## src/rtl/fifo_pkg.sv

```systemverilog
// Shared definitions for the asynchronous RAM FIFO write/read controllers.
//   state_t    : write-front-end skid buffer occupancy states
//   DATA_W_DEF : default stream / RAM data width
//   CNT_W_DEF  : default statistics counter width
//   PTR_W      : FIFO pointer width shared by write and read controllers
package fifo_pkg;

    typedef enum logic [1:0] {
        EMPTY = 2'd0,
        ONE   = 2'd1,
        TWO   = 2'd2
    } state_t;

    localparam int DATA_W_DEF = 8;
    localparam int CNT_W_DEF  = 16;
    localparam int PTR_W      = 5;

endpackage

```

## src/rtl/w_feed_if.sv

```systemverilog
// Bundle of the upstream valid/ready stream and the write-port side of the
// write-pointer controller, as seen by the w_feed block.
//   s_valid/s_data/s_last/s_ready : upstream byte stream with frame marker
//   w_full                        : FIFO full flag from the controller
//   w_en/w_data/w_last            : write enable and RAM write data
// slave  : view of w_feed itself
// master : view of the surrounding environment (upstream + controller)
interface w_feed_if #(
    parameter int DATA_W = fifo_pkg::DATA_W_DEF
);
    logic              s_valid;
    logic [DATA_W-1:0] s_data;
    logic              s_last;
    logic              s_ready;
    logic              w_full;
    logic              w_en;
    logic [DATA_W-1:0] w_data;
    logic              w_last;

    modport slave (
        input  s_valid, s_data, s_last, w_full,
        output s_ready, w_en, w_data, w_last
    );

    modport master (
        output s_valid, s_data, s_last, w_full,
        input  s_ready, w_en, w_data, w_last
    );
endinterface

```

## src/rtl/w_feed_sat_cnt.sv

```systemverilog
// Saturating up-counter used for debug statistics.
//   w_clk : clock, rising edge
//   rst   : asynchronous active-high reset (clears count)
//   clr   : synchronous clear
//   inc   : increment request; ignored once the count is all-ones
//   cnt   : current count
module sat_cnt #(
    parameter int CNT_W = fifo_pkg::CNT_W_DEF
) (
    input  logic             w_clk,
    input  logic             rst,
    input  logic             clr,
    input  logic             inc,
    output logic [CNT_W-1:0] cnt
);
    always_ff @(posedge w_clk or posedge rst) begin
        if (rst) begin
            cnt <= '0;
        end else if (clr) begin
            cnt <= '0;
        end else if (inc && (cnt != '1)) begin
            cnt <= cnt + 1'b1;
        end
    end
endmodule

```

## src/rtl/w_feed.sv

```systemverilog
// Write-side front end of the asynchronous RAM FIFO (write clock domain).
// Holds the upstream stream in a 2-entry skid buffer and issues RAM writes
// only while the controller reports not-full, so no word is dropped.
//   w_clk     : write-domain clock
//   rst       : asynchronous active-high reset
//   bus       : stream in (s_*), write port out (w_en/w_data/w_last), w_full in
//   word_cnt  : words written, saturating
//   frame_cnt : words written with last=1, wrapping
//   stall_cnt : cycles with data pending while full, saturating
module w_feed
    import fifo_pkg::*;
#(
    parameter int DATA_W = DATA_W_DEF,
    parameter int CNT_W  = CNT_W_DEF
) (
    input  logic             w_clk,
    input  logic             rst,
    w_feed_if.slave          bus,
    output logic [CNT_W-1:0] word_cnt,
    output logic [CNT_W-1:0] frame_cnt,
    output logic [CNT_W-1:0] stall_cnt
);
    state_t            state, nxt;
    logic [DATA_W:0]   ent0_q, ent1_q;   // {last, data}; ent0 is the head
    logic              s_ready_q;
    logic              acc, drn;
    logic              ld0, ld1, mv;

    assign acc = bus.s_valid & s_ready_q;
    // Combinational so a same-cycle w_full can block the write.
    assign drn = (state != EMPTY) & ~bus.w_full;

    assign bus.w_en    = drn;
    assign bus.s_ready = s_ready_q;
    assign bus.w_data  = ent0_q[DATA_W-1:0];
    assign bus.w_last  = ent0_q[DATA_W];

    always_comb begin
        nxt = state;
        ld0 = 1'b0;
        ld1 = 1'b0;
        mv  = 1'b0;
        case (state)
            EMPTY: begin
                if (acc) begin
                    nxt = ONE;
                    ld0 = 1'b1;
                end
            end
            ONE: begin
                if (acc && drn) begin
                    ld0 = 1'b1;          // head leaves, new word takes its place
                end else if (acc) begin
                    nxt = TWO;
                    ld1 = 1'b1;
                end else if (drn) begin
                    nxt = EMPTY;
                end
            end
            TWO: begin
                if (drn) begin
                    nxt = ONE;
                    mv  = 1'b1;
                end
            end
            default: nxt = EMPTY;
        endcase
    end

    always_ff @(posedge w_clk or posedge rst) begin
        if (rst) begin
            state     <= EMPTY;
            s_ready_q <= 1'b0;
            ent0_q    <= '0;
            ent1_q    <= '0;
        end else begin
            state     <= nxt;
            s_ready_q <= (nxt != TWO);
            if (ld0) begin
                ent0_q <= {bus.s_last, bus.s_data};
            end else if (mv) begin
                ent0_q <= ent1_q;
            end
            if (ld1) begin
                ent1_q <= {bus.s_last, bus.s_data};
            end
        end
    end

    sat_cnt #(.CNT_W(CNT_W)) u_word_cnt (
        .w_clk (w_clk),
        .rst   (rst),
        .clr   (1'b0),
        .inc   (drn),
        .cnt   (word_cnt)
    );

    sat_cnt #(.CNT_W(CNT_W)) u_stall_cnt (
        .w_clk (w_clk),
        .rst   (rst),
        .clr   (1'b0),
        .inc   ((state != EMPTY) & bus.w_full),
        .cnt   (stall_cnt)
    );

    always_ff @(posedge w_clk or posedge rst) begin
        if (rst) begin
            frame_cnt <= '0;
        end else if (drn && ent0_q[DATA_W]) begin
            frame_cnt <= frame_cnt + 1'b1;
        end
    end
endmodule

```

## src/flat_wrapper.sv

```systemverilog
// flat-port wrapper written by rule: the top's interface ports become plain ports
module w_feed_flat import fifo_pkg::*;
#(
    parameter int DATA_W = DATA_W_DEF,
    parameter int CNT_W  = CNT_W_DEF
)
  (w_clk, rst, word_cnt, frame_cnt, stall_cnt, bus_s_valid, bus_s_data, bus_s_last, bus_w_full, bus_s_ready, bus_w_en, bus_w_data, bus_w_last);
  w_feed_if #(.DATA_W(DATA_W)) bus_i ();
  input  logic w_clk;
  input  logic rst;
  output logic [CNT_W-1:0] word_cnt;
  output logic [CNT_W-1:0] frame_cnt;
  output logic [CNT_W-1:0] stall_cnt;
  input wire logic [$bits(bus_i.s_valid)-1:0] bus_s_valid;
  input wire logic [$bits(bus_i.s_data)-1:0] bus_s_data;
  input wire logic [$bits(bus_i.s_last)-1:0] bus_s_last;
  input wire logic [$bits(bus_i.w_full)-1:0] bus_w_full;
  output wire logic [$bits(bus_i.s_ready)-1:0] bus_s_ready;
  output wire logic [$bits(bus_i.w_en)-1:0] bus_w_en;
  output wire logic [$bits(bus_i.w_data)-1:0] bus_w_data;
  output wire logic [$bits(bus_i.w_last)-1:0] bus_w_last;
  assign bus_i.s_valid = bus_s_valid;
  assign bus_i.s_data = bus_s_data;
  assign bus_i.s_last = bus_s_last;
  assign bus_i.w_full = bus_w_full;
  assign bus_s_ready = bus_i.s_ready;
  assign bus_w_en = bus_i.w_en;
  assign bus_w_data = bus_i.w_data;
  assign bus_w_last = bus_i.w_last;
  w_feed #(.DATA_W(DATA_W), .CNT_W(CNT_W)) u_core (.w_clk(w_clk), .rst(rst), .bus(bus_i), .word_cnt(word_cnt), .frame_cnt(frame_cnt), .stall_cnt(stall_cnt));
endmodule
```

## config.mk

```make
export PLATFORM = sky130hd
export DESIGN_NAME = w_feed_flat
export DESIGN_NICKNAME = d
export VERILOG_FILES = /design/src/rtl/fifo_pkg.sv /design/src/rtl/w_feed_if.sv /design/src/rtl/w_feed_sat_cnt.sv /design/src/rtl/w_feed.sv /design/src/flat_wrapper.sv
export SDC_FILE = /design/constraint.sdc
export NUM_CORES = 1
export LEC_CHECK = 0
export ABC_CLOCK_PERIOD_IN_PS = 2900
export CORE_UTILIZATION = 32
export DETAILED_ROUTE_END_ITERATION = 7
export GPL_TIMING_DRIVEN = 0
export PLACE_DENSITY = 0.56
export SLEW_MARGIN = 5
export SYNTH_ARGS = -nofsm -noshare
export SYNTH_HDL_FRONTEND = slang
export SYNTH_SLANG_ARGS = --single-unit
```

## constraint.sdc

```tcl
create_clock -name w_clk -period 2.9 [get_ports w_clk]
set_input_delay 0.29 -clock w_clk [delete_from_list [all_inputs] [get_ports w_clk]]
set_output_delay 0.29 -clock w_clk [all_outputs]
set_load 0.005 [all_outputs]
```

---- Word level (Yosys, flattened, before mapping) ----
Cells that the tools add are included.
cells by class
  $mul .................................... 0
  muxes and demuxes ....................... 15
  $add $sub $neg .......................... 3
  divide/modulo/power cells ............... 0
  magnitude comparators ................... 0
  reductions and logical operators ........ 7
  shift operators ......................... 0
  eq/ne operators ......................... 5
  bitwise operators ....................... 4
operator list
  cell                     count
  $add A16 B1 Y16 const B  3
  $ne A16 B16 Y1 const B   2
  $mux W9                  2
  $mux W2                  5
  $mux W1                  6
  $pmux W2 S3              1
  $logic_and A1 B1 Y1      4
  $reduce_bool A2 Y1       2
  $and A1 B1 Y1            3
  $eq A2 B1 Y1 const B     1
  $eq A2 B2 Y1 const B     1
  $logic_not A2 Y1         1
  $ne A2 B2 Y1 const B     1
  $pmux W1 S2              1
  $not A1 Y1               1
storage, ports and cells
  ROM bits ................................ 0
  output and inout bits ................... 59
  bits in latches ......................... 0
  logic and storage cells ................. 41
  memories ................................ 0
  bits in registers ....................... 69
  bits of input ports ..................... 13
  RAM bits ................................ 0

---- Depth between registers and ports, before layout ----
  word-level depth ........................ 7
  depth in mapped cells ................... 7

---- By module ----
A second synthesis with hierarchy kept.
unflattened totals
  cells, all modules ...................... 347
  area, all modules ....................... 3510.9 sq um
by module, submodules not included
  module   cells an instance  times used  area each (sq um)
  sat_cnt  101                2           932.1
  w_feed   145                1           1646.6

---- Least setup slack after synthesis ----
OpenSTA, ideal clock, no wires.
  kind .................................... register -> register
  from .................................... register u_core.u_stall_cnt.cnt[4]
  to ...................................... register u_core.u_stall_cnt.cnt[12]
  slack ................................... 1320 ps
  required time ........................... 2821 ps
  stages on the path, launching flop included .. 6
  data arrival time ....................... 1501 ps
  path through ............................ dfrtp_1 and4_1 nand3_1 or4_4 nor2_1 xor2_1
on the way
  word-level cells in the longest chain between the ends .. 2
  elaborated cells on any way between the ends .. 3
RTL lines
  item                                                                     line                  RTL
  start, declared                                                          w_feed_sat_cnt.sv:14  output logic [CNT_W-1:0] cnt
  start signal, assigned                                                   w_feed_sat_cnt.sv:22  cnt <= cnt + 1'b1;
  parallel branches: the longest is 2 deep, another holds $add A16 B1 Y16  --
Several ways; the timed one is not identified.
A chain may end at the register's enable or synchronous reset.

---- Worst setup path after layout ----
  from .................................... register u_core.state[1]
  to ...................................... output bus_w_en
on the way
  word-level cells in the longest chain between the ends .. 2
RTL lines
  item                    line                RTL
  start, declared         w_feed.sv:23        state_t state, nxt;
  start signal, assigned  w_feed.sv:77        state <= nxt;
  $reduce_bool A2 Y1      w_feed.sv:31        assign drn = (state != EMPTY) & ~bus.w_full;
  $and A1 B1 Y1           w_feed.sv:31
  end, declared           flat_wrapper.sv:19  output wire logic [$bits(bus_i.w_en)-1:0] bus_w_en;
No other way between the ends.

==> metrics <==
outcome completed; Port-buffer cells 70; startpoint types flop; critical path arrival 1.74 ns; Die Span Y 99.78 um; Worst Hold Launch bus_w_full; CTS Buf Count 9; Post-Route WL 6.420 mm; Fillers 862; CP Data Required Time 2.61 ns; Seq/Total Area, Yosys 56.44%; Synth-to-Final Area Change 37.26%; EDFF count, synth 0; maximum number of pins on one net before global-route repair between 40 and 50; clock tree buffer depth 2; WHS Path Cells 2; fin worst setup slack 0.8748 ns; r2r worst-path depth 5; Remaining Overflow, GRT 0; area occupied by multi-input gates 1300 um2; RR Endpoint u_core.ent0_q[3]$_DFFE_PP0P_; critical path class flop to output pin; Slew Limit Headroom 49.25%; Final ANT Viol Nets 0; post-detail-place hpwl approximately 4.4 mm; Slew Viols, Final 0; setup violators final 0; CP endpoint kind output pin; top cells by area, synth dfrtp_1 (56%), xnor2_1 (6.3%), xor2_1 (6.0%); Final Hold Viols 0; Period minus WS final 2.025 ns; clock tree sinks just under 70; syn_area_per_cell roughly 11 um2; Root Buffer clkbuf_8; largest family of logic cells by synthesized area simple AND/OR/NAND/NOR gates; most frequent cell after synthesis dfrtp_1; chip width around 100 um; post-DR vias/cell 4.605; iteration-0 DRC count of the detailed router 44; xor and xnor area share after synthesis 12.31%; H-tree Lvls 3; die area around 10000 um2; Initial DRT Pass Iterations 4; post-synthesis mux area share 5.153%; DP Worst Slack ~0.62 ns; Ports 72; Core ar. about 9000 um2; RSZ-0062 raised after global routing no; placed instance area 3951 um2; r2r setup slk 0.97 ns; post-synth top area cell dfrtp_1; adder-cell area share of the yosys netlist 1.227%; Row Count 35; setup tns final 0 ns; placer congestion estimate 0.7065; Yosys reg bits 69; final net count 373; total number of vias 2261; clock slew at reported path FFs 0.07 ns; Synth top area share 56.44%; Synth Area in Simple Gates 19.06%; initial core utilization 33.11%; Compound-Gate Fraction of Synth Area around 4.7%; Mapped Area 3059 um2; Gate Count Post-Synth roughly 280; fmax 493.8 MHz; number of setup buffers added after CTS 0; Peak VDD IR 0.0003643 V; max_cap viols 0; WL/cell about 13 um; layout cell share with drive strength beyond 1 between 10% and 20%; hold buffer count at cts 0; Clock Skews 0.007181 ns; vias in the first global route 2229; ANT cells 0; Core Util, Final 45.44%; antenna violations before repair 0; register area 1727 um2; CP max FO 9; synth unique cells 33; Commonest cells post-synth dfrtp_1 (69), nand2_1 (40), nor2_1 (23); power per cell area around 770 nW/um2; CTS tree yes; Pleak 0.001848 uW; total nets after synthesis 291; Tcrit/Tclk final 69.84%; Post-CTS Resized 0; Worst-Skew Late Latency ~0.33 ns; Min-Delay Endpoint u_core.bus.s_ready$_DFF_PP0_; Ys Warns 0; first-pass GRT wire length 10.81 mm; Synth async-reset ratio 100.0%; FF-to-FF Start u_core.state[0]$_DFF_PP0_; GRT Resource Usage Total between 10 and 15%; drc violations 0; Worst Tran Pin Value 0.7585 ns; post-layout power about 3200 uW; ys flop type dfrtp_1; worst hold path type input port to flop; Post-Layout Inst Area 4199 um2
metal layers:
metal	GRT usage (%)	vias to the layer above	routed length [um]
li1	-	1118	-
met1	17.78	1084	3113
met2	21.59	53	2849
met3	5.850	6	385
met4	3.733	0	72
met5	0	-	0
cells by family (layout without fill, tap and decap cells):
logic type                 count (synthesis)  in the layout
AOI/OAI and AO/OA                         21             21
xor gates and xnor gates                  43             43
adders and majority gates                  3              3
buffers and inverters                      8             95
DFF                                       69             69
muxes                                     14             14
and+or+nand+nor                          117            117
per-stage QoR:
stage / std cells / hold slack (ns)
3_5_place_dp: 475 / 0.4633
6_report: 491 / 0.2158
2_1_floorplan: 275 / 0.4307
5_1_grt: 491 / 0.2141
4_1_cts: 491 / 0.1973
3_3_place_gp: 474 / 0.4605
worst max-delay path, cell delays in order, from the launching register on:
cell and delay (ns):
dfrtp_1 0.36, buf_2 0.18, o21bai_2 0.29, inv_2 0.12, clkdlybuf4s50_1 0.45
final cells by class:
class,count,share of cell area (%)
tap,129,3.844
buffer,2,0.2384
timing repair buffer,71,17.34
inverter,6,0.5959
sequential,69,41.12
clock buffer,10,3.278
clock inverter,6,2.622
multi-input combinational,198,30.96
worst max path at each step:
| stage | start | to | slack [ns] | depth (start not counted) |
|---|---|---|---|---|
| 6_report | u_core.state[1]$_DFF_PP0_ | bus_w_en | 0.87 | 4 |
| 5_1_grt | u_core.state[1]$_DFF_PP0_ | bus_w_en | 0.73 | 4 |
| 4_1_cts | u_core.state[1]$_DFF_PP0_ | bus_w_en | 0.83 | 4 |
| 3_5_place_dp | bus_s_valid | u_core.ent0_q[3]$_DFFE_PP0P_ | 0.62 | 6 |
| 3_3_place_gp | rst | u_core.u_stall_cnt.cnt[9]$_DFFE_PP0P_ | -0.49 | 2 |
| 2_1_floorplan | rst | u_core.bus.s_ready$_DFF_PP0_ | 0.87 | 1 |
where the power goes:
group	leakage [uW]	internal, uW	switching [uW]
combinational	0.000845	525	317
clock	0.000119	593	369
sequential	0.000885	1210	233
total	0.00185	2320	920
state kept, by name, indices dropped and copies added, names as in the netlist:
name,count
u_core.frame_cnt,16
u_core.u_stall_cnt.cnt,16
u_core.state,2
u_core.u_word_cnt.cnt,16
u_core.ent1_q,9
u_core.ent0_q,9
u_core.bus.s_ready,1
cells in the final DEF (no fill, tap or decap), types with 2 or more instances in the layout:
cell and instances:
clkdlybuf4s50_1 70, dfrtp_1 69, nand2_1 40, nor2_1 23
xnor2_1 22, xor2_1 21, nand3_1 17, mux2_2 14
nand4_1 10, clkbuf_8 10, a22oi_1 9, and4_1 6
and3_1 5, inv_1 4, a21oi_1 4, nor4_1 3
ha_1 3, bufinv_16 3, buf_2 2, nor3_1 2
nand3b_1 2, o21ai_0 2, o21a_1 2, nand2b_1 2
clkinvlp_4 2
(Power assumes the default switching activity.)
